### src/rtl/muon_coincidence_array_if.sv
// Event-readout bundle for muon_coincidence_array: discriminator inputs, FIFO pop and head-entry outputs.
// The slave modport is the detector side; the master modport is the upstream/readout side.
interface muon_coincidence_array_if #(
    parameter int NUM_CH     = 4,
    parameter int TS_WIDTH   = 64,
    parameter int FIFO_DEPTH = 16
);
    localparam int LEVEL_W = $clog2(FIFO_DEPTH) + 1;

    logic [NUM_CH-1:0]   hit;
    logic                rd_en;
    logic [TS_WIDTH-1:0] timestamp_out;
    logic [NUM_CH-1:0]   hit_mask_out;
    logic                event_valid;
    logic                buffer_empty;
    logic                buffer_full;
    logic [LEVEL_W-1:0]  fifo_level;
    logic [15:0]         overflow_count;

    modport master (
        output hit, rd_en,
        input  timestamp_out, hit_mask_out, event_valid, buffer_empty,
               buffer_full, fifo_level, overflow_count
    );

    modport slave (
        input  hit, rd_en,
        output timestamp_out, hit_mask_out, event_valid, buffer_empty,
               buffer_full, fifo_level, overflow_count
    );
endinterface

### src/rtl/muon_coincidence_array.sv
// N-channel coincidence finder: opens a WINDOW-cycle window on the first rising edge and queues qualifying events.
// Optional post-window dead time is enabled by defining MUON_DEADTIME_EN.
module muon_coincidence_array #(
    parameter int NUM_CH     = 4,
    parameter int MIN_HITS   = 2,
    parameter int WINDOW     = 8,
    parameter int TS_WIDTH   = 64,
    parameter int FIFO_DEPTH = 16,
    parameter int DEADTIME   = 4
) (
    input  logic clk,
    input  logic reset_n,
    muon_coincidence_array_if.slave bus
);
    localparam int PTR_W = $clog2(FIFO_DEPTH);
    localparam int WIN_W = $clog2(WINDOW) + 1;

    if (NUM_CH < 2 || NUM_CH > 16 || MIN_HITS < 1 || MIN_HITS > NUM_CH || WINDOW < 2 ||
        DEADTIME < 1 || FIFO_DEPTH < 2 || (FIFO_DEPTH & (FIFO_DEPTH - 1)) != 0) begin : g_badParams
        $error("muon_coincidence_array: illegal parameter set");
    end

`ifdef MUON_DEADTIME_EN
    localparam int DEAD_W = $clog2(DEADTIME) + 1;
    typedef enum logic [1:0] {S_IDLE, S_OPEN, S_DEAD} state_t;
    logic [DEAD_W-1:0] r_deadCnt;
`else
    typedef enum logic {S_IDLE, S_OPEN} state_t;
`endif

    state_t              r_state;
    logic [TS_WIDTH-1:0] r_tsCount;
    logic [TS_WIDTH-1:0] r_tsLat;
    logic [NUM_CH-1:0]   r_hitD;
    logic [NUM_CH-1:0]   r_mask;
    logic [WIN_W-1:0]    r_winCnt;
    logic [PTR_W:0]      r_wrPtr;
    logic [PTR_W:0]      r_rdPtr;
    logic [15:0]         r_overflow;
    logic [TS_WIDTH-1:0] r_memTs   [FIFO_DEPTH];
    logic [NUM_CH-1:0]   r_memMask [FIFO_DEPTH];

    logic [NUM_CH-1:0]   w_edge;
    logic [NUM_CH-1:0]   w_closeMask;
    logic                w_close;
    logic                w_push;
    logic                w_empty;
    logic                w_full;
    logic                w_pop;
    logic                w_write;

    function automatic int popCount(input logic [NUM_CH-1:0] v);
        int n;
        n = 0;
        for (int i = 0; i < NUM_CH; i++) begin
            if (v[i]) n++;
        end
        return n;
    endfunction

    assign w_edge      = bus.hit & ~r_hitD;
    assign w_closeMask = r_mask | w_edge;
    assign w_close     = (r_state == S_OPEN) && (r_winCnt == WIN_W'(WINDOW - 1));
    assign w_push      = w_close && (popCount(w_closeMask) >= MIN_HITS);

    always_ff @(posedge clk or negedge reset_n) begin
        if (!reset_n) begin
            r_tsCount <= '0;
            r_hitD    <= '0;
        end else begin
            r_tsCount <= r_tsCount + 1'b1;
            r_hitD    <= bus.hit;
        end
    end

    // Closing-cycle edges still land in the mask; the qualified mask is pushed directly from w_closeMask.
    always_ff @(posedge clk or negedge reset_n) begin
        if (!reset_n) begin
            r_state  <= S_IDLE;
            r_mask   <= '0;
            r_tsLat  <= '0;
            r_winCnt <= '0;
`ifdef MUON_DEADTIME_EN
            r_deadCnt <= '0;
`endif
        end else begin
            case (r_state)
                S_IDLE: begin
                    if (|w_edge) begin
                        r_state  <= S_OPEN;
                        r_mask   <= w_edge;
                        r_tsLat  <= r_tsCount;
                        r_winCnt <= WIN_W'(1);
                    end
                end
                S_OPEN: begin
                    r_mask   <= w_closeMask;
                    r_winCnt <= r_winCnt + WIN_W'(1);
                    if (w_close) begin
`ifdef MUON_DEADTIME_EN
                        r_state   <= S_DEAD;
                        r_deadCnt <= '0;
`else
                        r_state   <= S_IDLE;
`endif
                    end
                end
`ifdef MUON_DEADTIME_EN
                S_DEAD: begin
                    if (r_deadCnt == DEAD_W'(DEADTIME - 1)) begin
                        r_state <= S_IDLE;
                    end else begin
                        r_deadCnt <= r_deadCnt + DEAD_W'(1);
                    end
                end
`endif
                default: r_state <= S_IDLE;
            endcase
        end
    end

    // A pop in the same cycle frees the slot, so a push into a full FIFO still lands.
    assign w_empty = (r_wrPtr == r_rdPtr);
    assign w_full  = (r_wrPtr[PTR_W] != r_rdPtr[PTR_W]) &&
                     (r_wrPtr[PTR_W-1:0] == r_rdPtr[PTR_W-1:0]);
    assign w_pop   = bus.rd_en && !w_empty;
    assign w_write = w_push && (!w_full || w_pop);

    always_ff @(posedge clk) begin
        if (w_write) begin
            r_memTs[r_wrPtr[PTR_W-1:0]]   <= r_tsLat;
            r_memMask[r_wrPtr[PTR_W-1:0]] <= w_closeMask;
        end
    end

    always_ff @(posedge clk or negedge reset_n) begin
        if (!reset_n) begin
            r_wrPtr    <= '0;
            r_rdPtr    <= '0;
            r_overflow <= '0;
        end else begin
            if (w_write) r_wrPtr <= r_wrPtr + 1'b1;
            if (w_pop)   r_rdPtr <= r_rdPtr + 1'b1;
            if (w_push && !w_write && (r_overflow != 16'hFFFF)) begin
                r_overflow <= r_overflow + 16'd1;
            end
        end
    end

    assign bus.timestamp_out  = w_empty ? '0 : r_memTs[r_rdPtr[PTR_W-1:0]];
    assign bus.hit_mask_out   = w_empty ? '0 : r_memMask[r_rdPtr[PTR_W-1:0]];
    assign bus.event_valid    = !w_empty;
    assign bus.buffer_empty   = w_empty;
    assign bus.buffer_full    = w_full;
    assign bus.fifo_level     = r_wrPtr - r_rdPtr;
    assign bus.overflow_count = r_overflow;
endmodule

### src/flat_wrapper.sv
// flat-port wrapper written by rule: the top's interface ports become plain ports
module muon_coincidence_array_flat 
#(
    parameter int NUM_CH     = 4,
    parameter int MIN_HITS   = 2,
    parameter int WINDOW     = 8,
    parameter int TS_WIDTH   = 64,
    parameter int FIFO_DEPTH = 16,
    parameter int DEADTIME   = 4
)
  (clk, reset_n, bus_hit, bus_rd_en, bus_timestamp_out, bus_hit_mask_out, bus_event_valid, bus_buffer_empty, bus_buffer_full, bus_fifo_level, bus_overflow_count);
  muon_coincidence_array_if #(.NUM_CH(NUM_CH), .TS_WIDTH(TS_WIDTH), .FIFO_DEPTH(FIFO_DEPTH)) bus_i ();
  input  logic clk;
  input  logic reset_n;
  input wire logic [$bits(bus_i.hit)-1:0] bus_hit;
  input wire logic [$bits(bus_i.rd_en)-1:0] bus_rd_en;
  output wire logic [$bits(bus_i.timestamp_out)-1:0] bus_timestamp_out;
  output wire logic [$bits(bus_i.hit_mask_out)-1:0] bus_hit_mask_out;
  output wire logic [$bits(bus_i.event_valid)-1:0] bus_event_valid;
  output wire logic [$bits(bus_i.buffer_empty)-1:0] bus_buffer_empty;
  output wire logic [$bits(bus_i.buffer_full)-1:0] bus_buffer_full;
  output wire logic [$bits(bus_i.fifo_level)-1:0] bus_fifo_level;
  output wire logic [$bits(bus_i.overflow_count)-1:0] bus_overflow_count;
  assign bus_i.hit = bus_hit;
  assign bus_i.rd_en = bus_rd_en;
  assign bus_timestamp_out = bus_i.timestamp_out;
  assign bus_hit_mask_out = bus_i.hit_mask_out;
  assign bus_event_valid = bus_i.event_valid;
  assign bus_buffer_empty = bus_i.buffer_empty;
  assign bus_buffer_full = bus_i.buffer_full;
  assign bus_fifo_level = bus_i.fifo_level;
  assign bus_overflow_count = bus_i.overflow_count;
  muon_coincidence_array #(.NUM_CH(NUM_CH), .MIN_HITS(MIN_HITS), .WINDOW(WINDOW), .TS_WIDTH(TS_WIDTH), .FIFO_DEPTH(FIFO_DEPTH), .DEADTIME(DEADTIME)) u_core (.clk(clk), .reset_n(reset_n), .bus(bus_i));
endmodule
### config.mk
export PLATFORM = sky130hd
export DESIGN_NAME = muon_coincidence_array_flat
export DESIGN_NICKNAME = d
export VERILOG_FILES = /design/src/rtl/muon_coincidence_array_if.sv /design/src/rtl/muon_coincidence_array.sv /design/src/flat_wrapper.sv
export SDC_FILE = /design/constraint.sdc
export NUM_CORES = 1
export LEC_CHECK = 0
export BUFFER_PORTS_ARGS = -buffer_cell sky130_fd_sc_hd__buf_4
export CAP_MARGIN = 20
export CORE_MARGIN = 3
export CORE_UTILIZATION = 56
export DETAILED_ROUTE_END_ITERATION = 12
export PLACE_DENSITY = 0.71
export SYNTH_ARGS = -nofsm -noshare
export SYNTH_HDL_FRONTEND = slang
export SYNTH_SLANG_ARGS = --single-unit
### constraint.sdc
create_clock -name clk -period 7.6 [get_ports clk]
set_input_delay 1.52 -clock clk [delete_from_list [all_inputs] [get_ports clk]]
set_output_delay 1.52 -clock clk [all_outputs]
set_load 0.05 [all_outputs]
==> results_dict.tcl, run 1 <==
set metrics [dict create \
    die_w_um 301 \
    path_clk_slew_ns 0.06 \
    critPathCaptureType "output port" \
    hpwl_mm 54.7 \
    r2r_cells 12 \
    power.leakage_nw 19.0 \
    overflow 0 \
    ant_nets 0 \
    cp_max_fo 98 \
    r2r-end "u_core.r_memTs[8][39]" \
    antennaDiodeCount 0 \
    wirelength_mm 101 \
    finClkSkew_ns 0.0225 \
    start_util_pct 56.9 \
    row_count 107 \
    hold_start "u_core.r_mask[3]" \
    clk_latency_ns 0.67 \
    cp-start-kind "flop" \
    cts_tree "yes" \
    drive_gt1_share_pct 26.9 \
    maxCapViolations 0 \
    yosysTopAreaCell "edfxtp_1" \
    clock_sinks 1255 \
    status "finished clean" \
    cts-root-to-sink-buffers 3 \
    design.die.area_sq_mm 0.0907 \
    ys_types 51 \
    grt_pass1_vias 24100 \
    grt_usage_pct 23.1 \
    synthArstFlopShare_pct 13.3 \
    synth-edff-count 1088 \
    finalMaxSlewViolations 0 \
    synth_ff_type "edfxtp_1" \
    ios 99 \
    routedWlPerCell_um 27.1 \
    finalSetupTns_ns 0 \
    drc 0 \
    vias 22900 \
    antenna_found_initial 1 \
    cts-root-buf "clkbuf_16" \
    crit_arrival_ns 3.83 \
    setup_viol 0 \
    powerDensity_mw_per_mm2 360 \
    min_period_ns 5.35 \
    syn-num-nets 2352 \
    drt-pass1-iter-count 6 \
    drtIter0Drc 2490 \
    cp-startpoint "u_core.r_rdPtr[0]" \
    r2r_start "u_core.r_hitD[0]" \
    syn_inst 2328 \
    r2r_slack_ns 3.14 \
    ys_ff_latch 1255 \
    ys_top_cells_by_area "edfxtp_1 (67%), mux4_2 (16%), dfrtp_1 (8.6%), nand2_1 (1.6%), xnor2_1 (1.2%)" \
    detailedPlace.worstSlack_ns 1.88 \
    die_y_um 301 \
    layout_setup_ws_ns 2.25 \
    grt_pass1_wl_mm 155 \
    syn_avg_cell_area_sq_um 21.0 \
    synth-seq-area-share_pct 75.5 \
    cts_setup_buffers 0 \
    min_path_type "reg -> reg" \
    hold_depth 1 \
    core_sq_mm 0.0858 \
    cts.repair.resized 0 \
    fmax_ghz 0.187 \
    io_buffers 98 \
    grt_max_degree 136 \
    power_mw 19.7 \
    endpoint "bus_timestamp_out[10]" \
    cts_hold_buf 0 \
    htree_levels 3 \
    rsz0062_at_grt "no" \
    final_nets 2500 \
    crit_type "reg -> out" \
    fill_cells 5595 \
    synth.cell_area_sq_mm 0.0488 \
    via_per_inst 6.16 \
    yosysTopAreaCellShare_pct 67.0 \
    gp_congestion 0.793 \
    slew_headroom_pct 31.8 \
    ir_drop_v 0.000672 \
    syn_to_final_growth_pct 12.5 \
    worst_pin_slew_ns 1.02 \
    numCtsBuffers 118 \
    hold_viol 0 \
    fin_crit_sh_pct 70.4 \
    crit_required_ns 6.08 \
    ys_warn_count 0 \
]
kinds of logic (layout without fill, tap and decap cells):
kind of cell	after synthesis	in the layout	synth area share (%)
fa+ha+maj	17	17	0.451
flops	1255	1255	75.5
mux	343	343	15.8
simple gates	462	462	4.74
xor+xnor	92	92	1.65
compound gates	30	30	0.408
buf+inv	129	378	1.47
power by group:
| group | total [mW] | internal [mW] | switching, mW | leakage [nW] |
|---|---|---|---|---|
| Clock | 5.94 | 3.50 | 2.44 | 1.95 |
| Sequential | 8.17 | 7.80 | 0.370 | 12.6 |
| Combinational | 5.63 | 2.23 | 3.40 | 4.45 |
how the worst min path moves through the flow:
stage	to	slack, ns
after floorplan	u_core.r_tsCount[0]	0.43
after global placement	u_core.r_mask[3]	0.45
after detailed placement	u_core.r_mask[3]	0.46
after CTS	u_core.r_mask[3]	0.47
after global routing	u_core.r_mask[3]	0.50
final	u_core.r_mask[3]	0.47
layer usage:
metal | share of wire, % | vias to the layer above | global-route usage (%) | wire (um)
met5 | 0 | - | 0 | 0
met2 | 49 | 909 | 36.9 | 49800
met4 | 2.1 | 0 | 5.43 | 2080
met1 | 41 | 12200 | 34.2 | 41900
met3 | 7.1 | 140 | 3.71 | 7200
li1 | - | 9673 | - | -
cells in the mapped netlist (all sizes together) (10+ instances only):
cell type     n
edfxtp     1088
mux4        340
nand2       215
dfrtp       167
and2         74
xnor2        69
clkbuf       57
buf          48
nand4        37
nand3        36
nor2         31
and3         27
inv          24
xor2         23
ha           16
o21ai        12
nor3         10
critical path, stage by stage (launching register included):
cell     delay, ns
dfrtp_4       0.77
buf_12        0.57
mux4_2        0.65
mux4_2        0.55
and2_1        0.19
buf_4         0.19
sequential cells by signal, summed over array words and instances, names as in the netlist:
signal / flops
u_core.r_tsCount: 64
u_core.r_memMask: 64
u_core.r_winCnt: 4
u_core.r_state: 1
u_core.r_tsLat: 64
u_core.r_mask: 4
u_core.bus.overflow_count: 16
u_core.r_wrPtr: 5
u_core.r_rdPtr: 5
u_core.r_memTs: 1024
u_core.r_hitD: 4
placed cells by master, fill, tap and decap left out, types with 5 or more instances in the layout:
master and count:
and2_1 74, clkinv_2 23, o21ai_0 12, inv_1 23, nor2b_1 7, edfxtp_1 1088
nand2_1 213, clkbuf_8 16, clkbuf_1 18, clkbuf_16 121, and3_4 15, nand3_1 36
a21o_1 5, xor2_1 23, bufinv_16 13, xnor2_1 69, dfrtp_1 164, buf_12 14
nor3_1 8, clkinv_1 22, mux4_2 340, and4_1 7, and3_1 12, nand4_1 36
nor2_1 29, buf_4 118, ha_1 16
area by class of cell:
cell class / instances / area [sq um] / area share (%)
well taps: 1144 / 1430 / 2.61
clock inverters: 66 / 653 / 1.19
clock buffers: 155 / 3320 / 6.04
repair buffers: 133 / 1180 / 2.15
inverters: 24 / 95.1 / 0.173
flip-flops and latches: 1255 / 36900 / 67.2
multi-input cells: 944 / 11400 / 20.7
per-stage QoR:
step	util (%)	cells	hold slack [ns]	instance area, sq um
after floorplan	-	2328	0.435	48800
after global placement	59.3	3499	0.454	50900
after detailed placement	59.3	3500	0.459	50900
after CTS	64.0	3721	0.472	54900
after global routing	64.0	3721	0.498	54900
final	64.0	3721	0.470	54900
Note: power is estimated with default switching activity, not from simulation.
==> inputs of run 2 (changes only) <==
- CORE_UTILIZATION: 56 -> 60
- PLACE_DENSITY: 0.71 -> 0.73
- clock period: 7.6 -> 5 ns (I/O delays scaled with it)
==> results_dict.tcl, run 2 (synthesis gave the netlist of run 1 again) <==
set metrics [dict create \
    finalSetupTns_ns 0 \
    cp-start-kind "flop" \
    crit_required_ns 4.00 \
    cts_setup_buffers 0 \
    gp_congestion 0.823 \
    die_w_um 291 \
    critPathTopFamily "multiplexers" \
    grt_usage_pct 25.6 \
    routedWlPerCell_um 28.7 \
    min_period_ns 4.50 \
    slew_headroom_pct 31.8 \
    ir_drop_v 0.000647 \
    power.leakage_nw 19.3 \
    core_sq_mm 0.0798 \
    cts_tree "yes" \
    cp_max_fo 29 \
    grt_pass1_vias 24800 \
    io_buffers 98 \
    swShare_pct 31.8 \
    worst_pin_slew_ns 1.02 \
    hold_viol 0 \
    grt_max_degree 97 \
    die_y_um 291 \
    row_count 103 \
    finClkSkew_ns 0.0202 \
    ant_nets 0 \
    mostFrequentLayoutCells "edfxtp_1 (1088), mux4_2 (340), nand2_1 (212)" \
    grt_pass1_wl_mm 161 \
    crit_type "reg -> out" \
    syn_to_final_growth_pct 13.5 \
    crit_arrival_ns 3.50 \
    critPathBufInv 2 \
    antenna_found_initial 2 \
    pwr-share-clk_pct 29.5 \
    final_common_cell "edfxtp_1" \
    vias 23400 \
    status "finished clean" \
    htree_levels 3 \
    min_path_type "in -> async" \
    fill_cells 4751 \
    drtIter0Drc 2327 \
    finalMaxSlewViolations 0 \
    drive_gt1_share_pct 28.3 \
    clk_latency_ns 0.67 \
    layout_setup_ws_ns 0.503 \
    critPathCaptureType "output port" \
    fmax_ghz 0.222 \
    numCtsBuffers 117 \
    setup_viol 0 \
    clock_sinks 1255 \
    cts-root-buf "clkbuf_16" \
    final_nets 2541 \
    r2r_slack_ns 1.18 \
    cts-root-to-sink-buffers 3 \
    r2r_cells 12 \
    seqPwrFrac_pct 41.0 \
    fin_crit_sh_pct 89.9 \
    via_per_inst 6.38 \
    hpwl_mm 60.5 \
    overflow 0 \
    combPwrFrac_pct 29.5 \
    drc 0 \
    cts.repair.resized 0 \
    drt-pass1-iter-count 5 \
    rsz0062_at_grt "no" \
    design.die.area_sq_mm 0.0848 \
    largest_register_ffs 1024 \
    r2r-end "u_core.r_memTs[12][61]" \
    p_int_mw 20.6 \
    worst_hold_slack_ns 0.422 \
    crit_path_cell_trace "buf_4 > mux4_2 > mux4_2 > and2_1 > buf_4" \
    wirelength_mm 105 \
    critical-path-max-stage-delay_ns 0.71 \
    ios 99 \
    antennaDiodeCount 0 \
    start_util_pct 61.2 \
    powerDensity_mw_per_mm2 546 \
    power_mw 30.2 \
    cts_hold_buf 0 \
    maxCapViolations 0 \
    detailedPlace.worstSlack_ns 0.433 \
    r2r_start "u_core.r_hitD[0]" \
    path_clk_slew_ns 0.06 \
    critPathSlowestCell "dfrtp_4" \
    power_switching_mw 9.62 \
]
run 2: cell count changes in the layout (fill, tap and decap cells not counted), sizes merged:
cell / previous run / this run
clkinv: 46 / 44
bufinv: 13 / 10
buf: 133 / 175
clkbuf: 155 / 159
clkinvlp: 4 / 6
run 2: metrics by stage:
stage / cell area (sq um) / instances / utilization [%]
floorplan: 48800 / 2328 / -
global route: 55400 / 3670 / 69.4
CTS: 55400 / 3670 / 69.4
detailed placement: 51400 / 3448 / 64.5
finish: 55400 / 3670 / 69.4
global placement: 51400 / 3448 / 64.5
run 2: worst max path at each step:
stage	from	endpoint	slack (ns)	depth (start not counted)
final	u_core.r_rdPtr[0]	bus_timestamp_out[30]	0.50	5
after global routing	u_core.r_rdPtr[0]	bus_timestamp_out[30]	0.31	5
after CTS	u_core.r_rdPtr[0]	bus_timestamp_out[30]	0.42	5
after floorplan	bus_hit[0]	u_core.r_memMask[3][0]	0.003	12
after detailed placement	bus_hit[0]	u_core.r_memTs[12][3]	0.43	13
after global placement	bus_hit[0]	u_core.r_memTs[12][3]	0.48	13
run 2: cell type report:
| type | instances | area [sq um] | area share [%] |
|---|---|---|---|
| Clock buffer | 159 | 3320 | 6.00 |
| Inverter | 24 | 95.1 | 0.172 |
| Tap cell | 1050 | 1310 | 2.37 |
| Clock inverter | 63 | 637 | 1.15 |
| Timing Repair Buffer | 175 | 1810 | 3.26 |
| Sequential cell | 1255 | 36900 | 66.6 |
| Multi-Input combinational cell | 944 | 11300 | 20.5 |
run 2: routing by layer:
metal	track usage, %	part of all wire (%)	vias to the layer above
li1	-	-	9783
met1	37.3	40	12400
met2	39.8	48	1057
met3	6.46	9.0	166
met4	6.57	2.4	2
met5	0	0.012	-
run 2: power groups by stage:
stage / Combinational, mW / Sequential, mW / Clock [mW]
3_5_place_dp: 8.99 / 12.6 / 0
5_1_grt: 9.41 / 12.4 / 9.48
4_1_cts: 9.05 / 12.4 / 9.07
3_3_place_gp: 8.92 / 12.6 / 0
2_1_floorplan: 6.68 / 12.3 / 0
6_report: 8.90 / 12.4 / 8.93
run 2: worst reg2reg max path, cell delays in order (launching register included):
cell      delay (ns)
dfrtp_1         0.32
nand2b_1        0.20
and2_1          0.19
inv_2           0.14
ha_1            0.26
or3_1           0.37
a21boi_0        0.15
ha_1            0.23
xor2_1          0.19
a211oi_2        0.26
buf_4           0.29
and3_4          0.61
buf_4           0.31
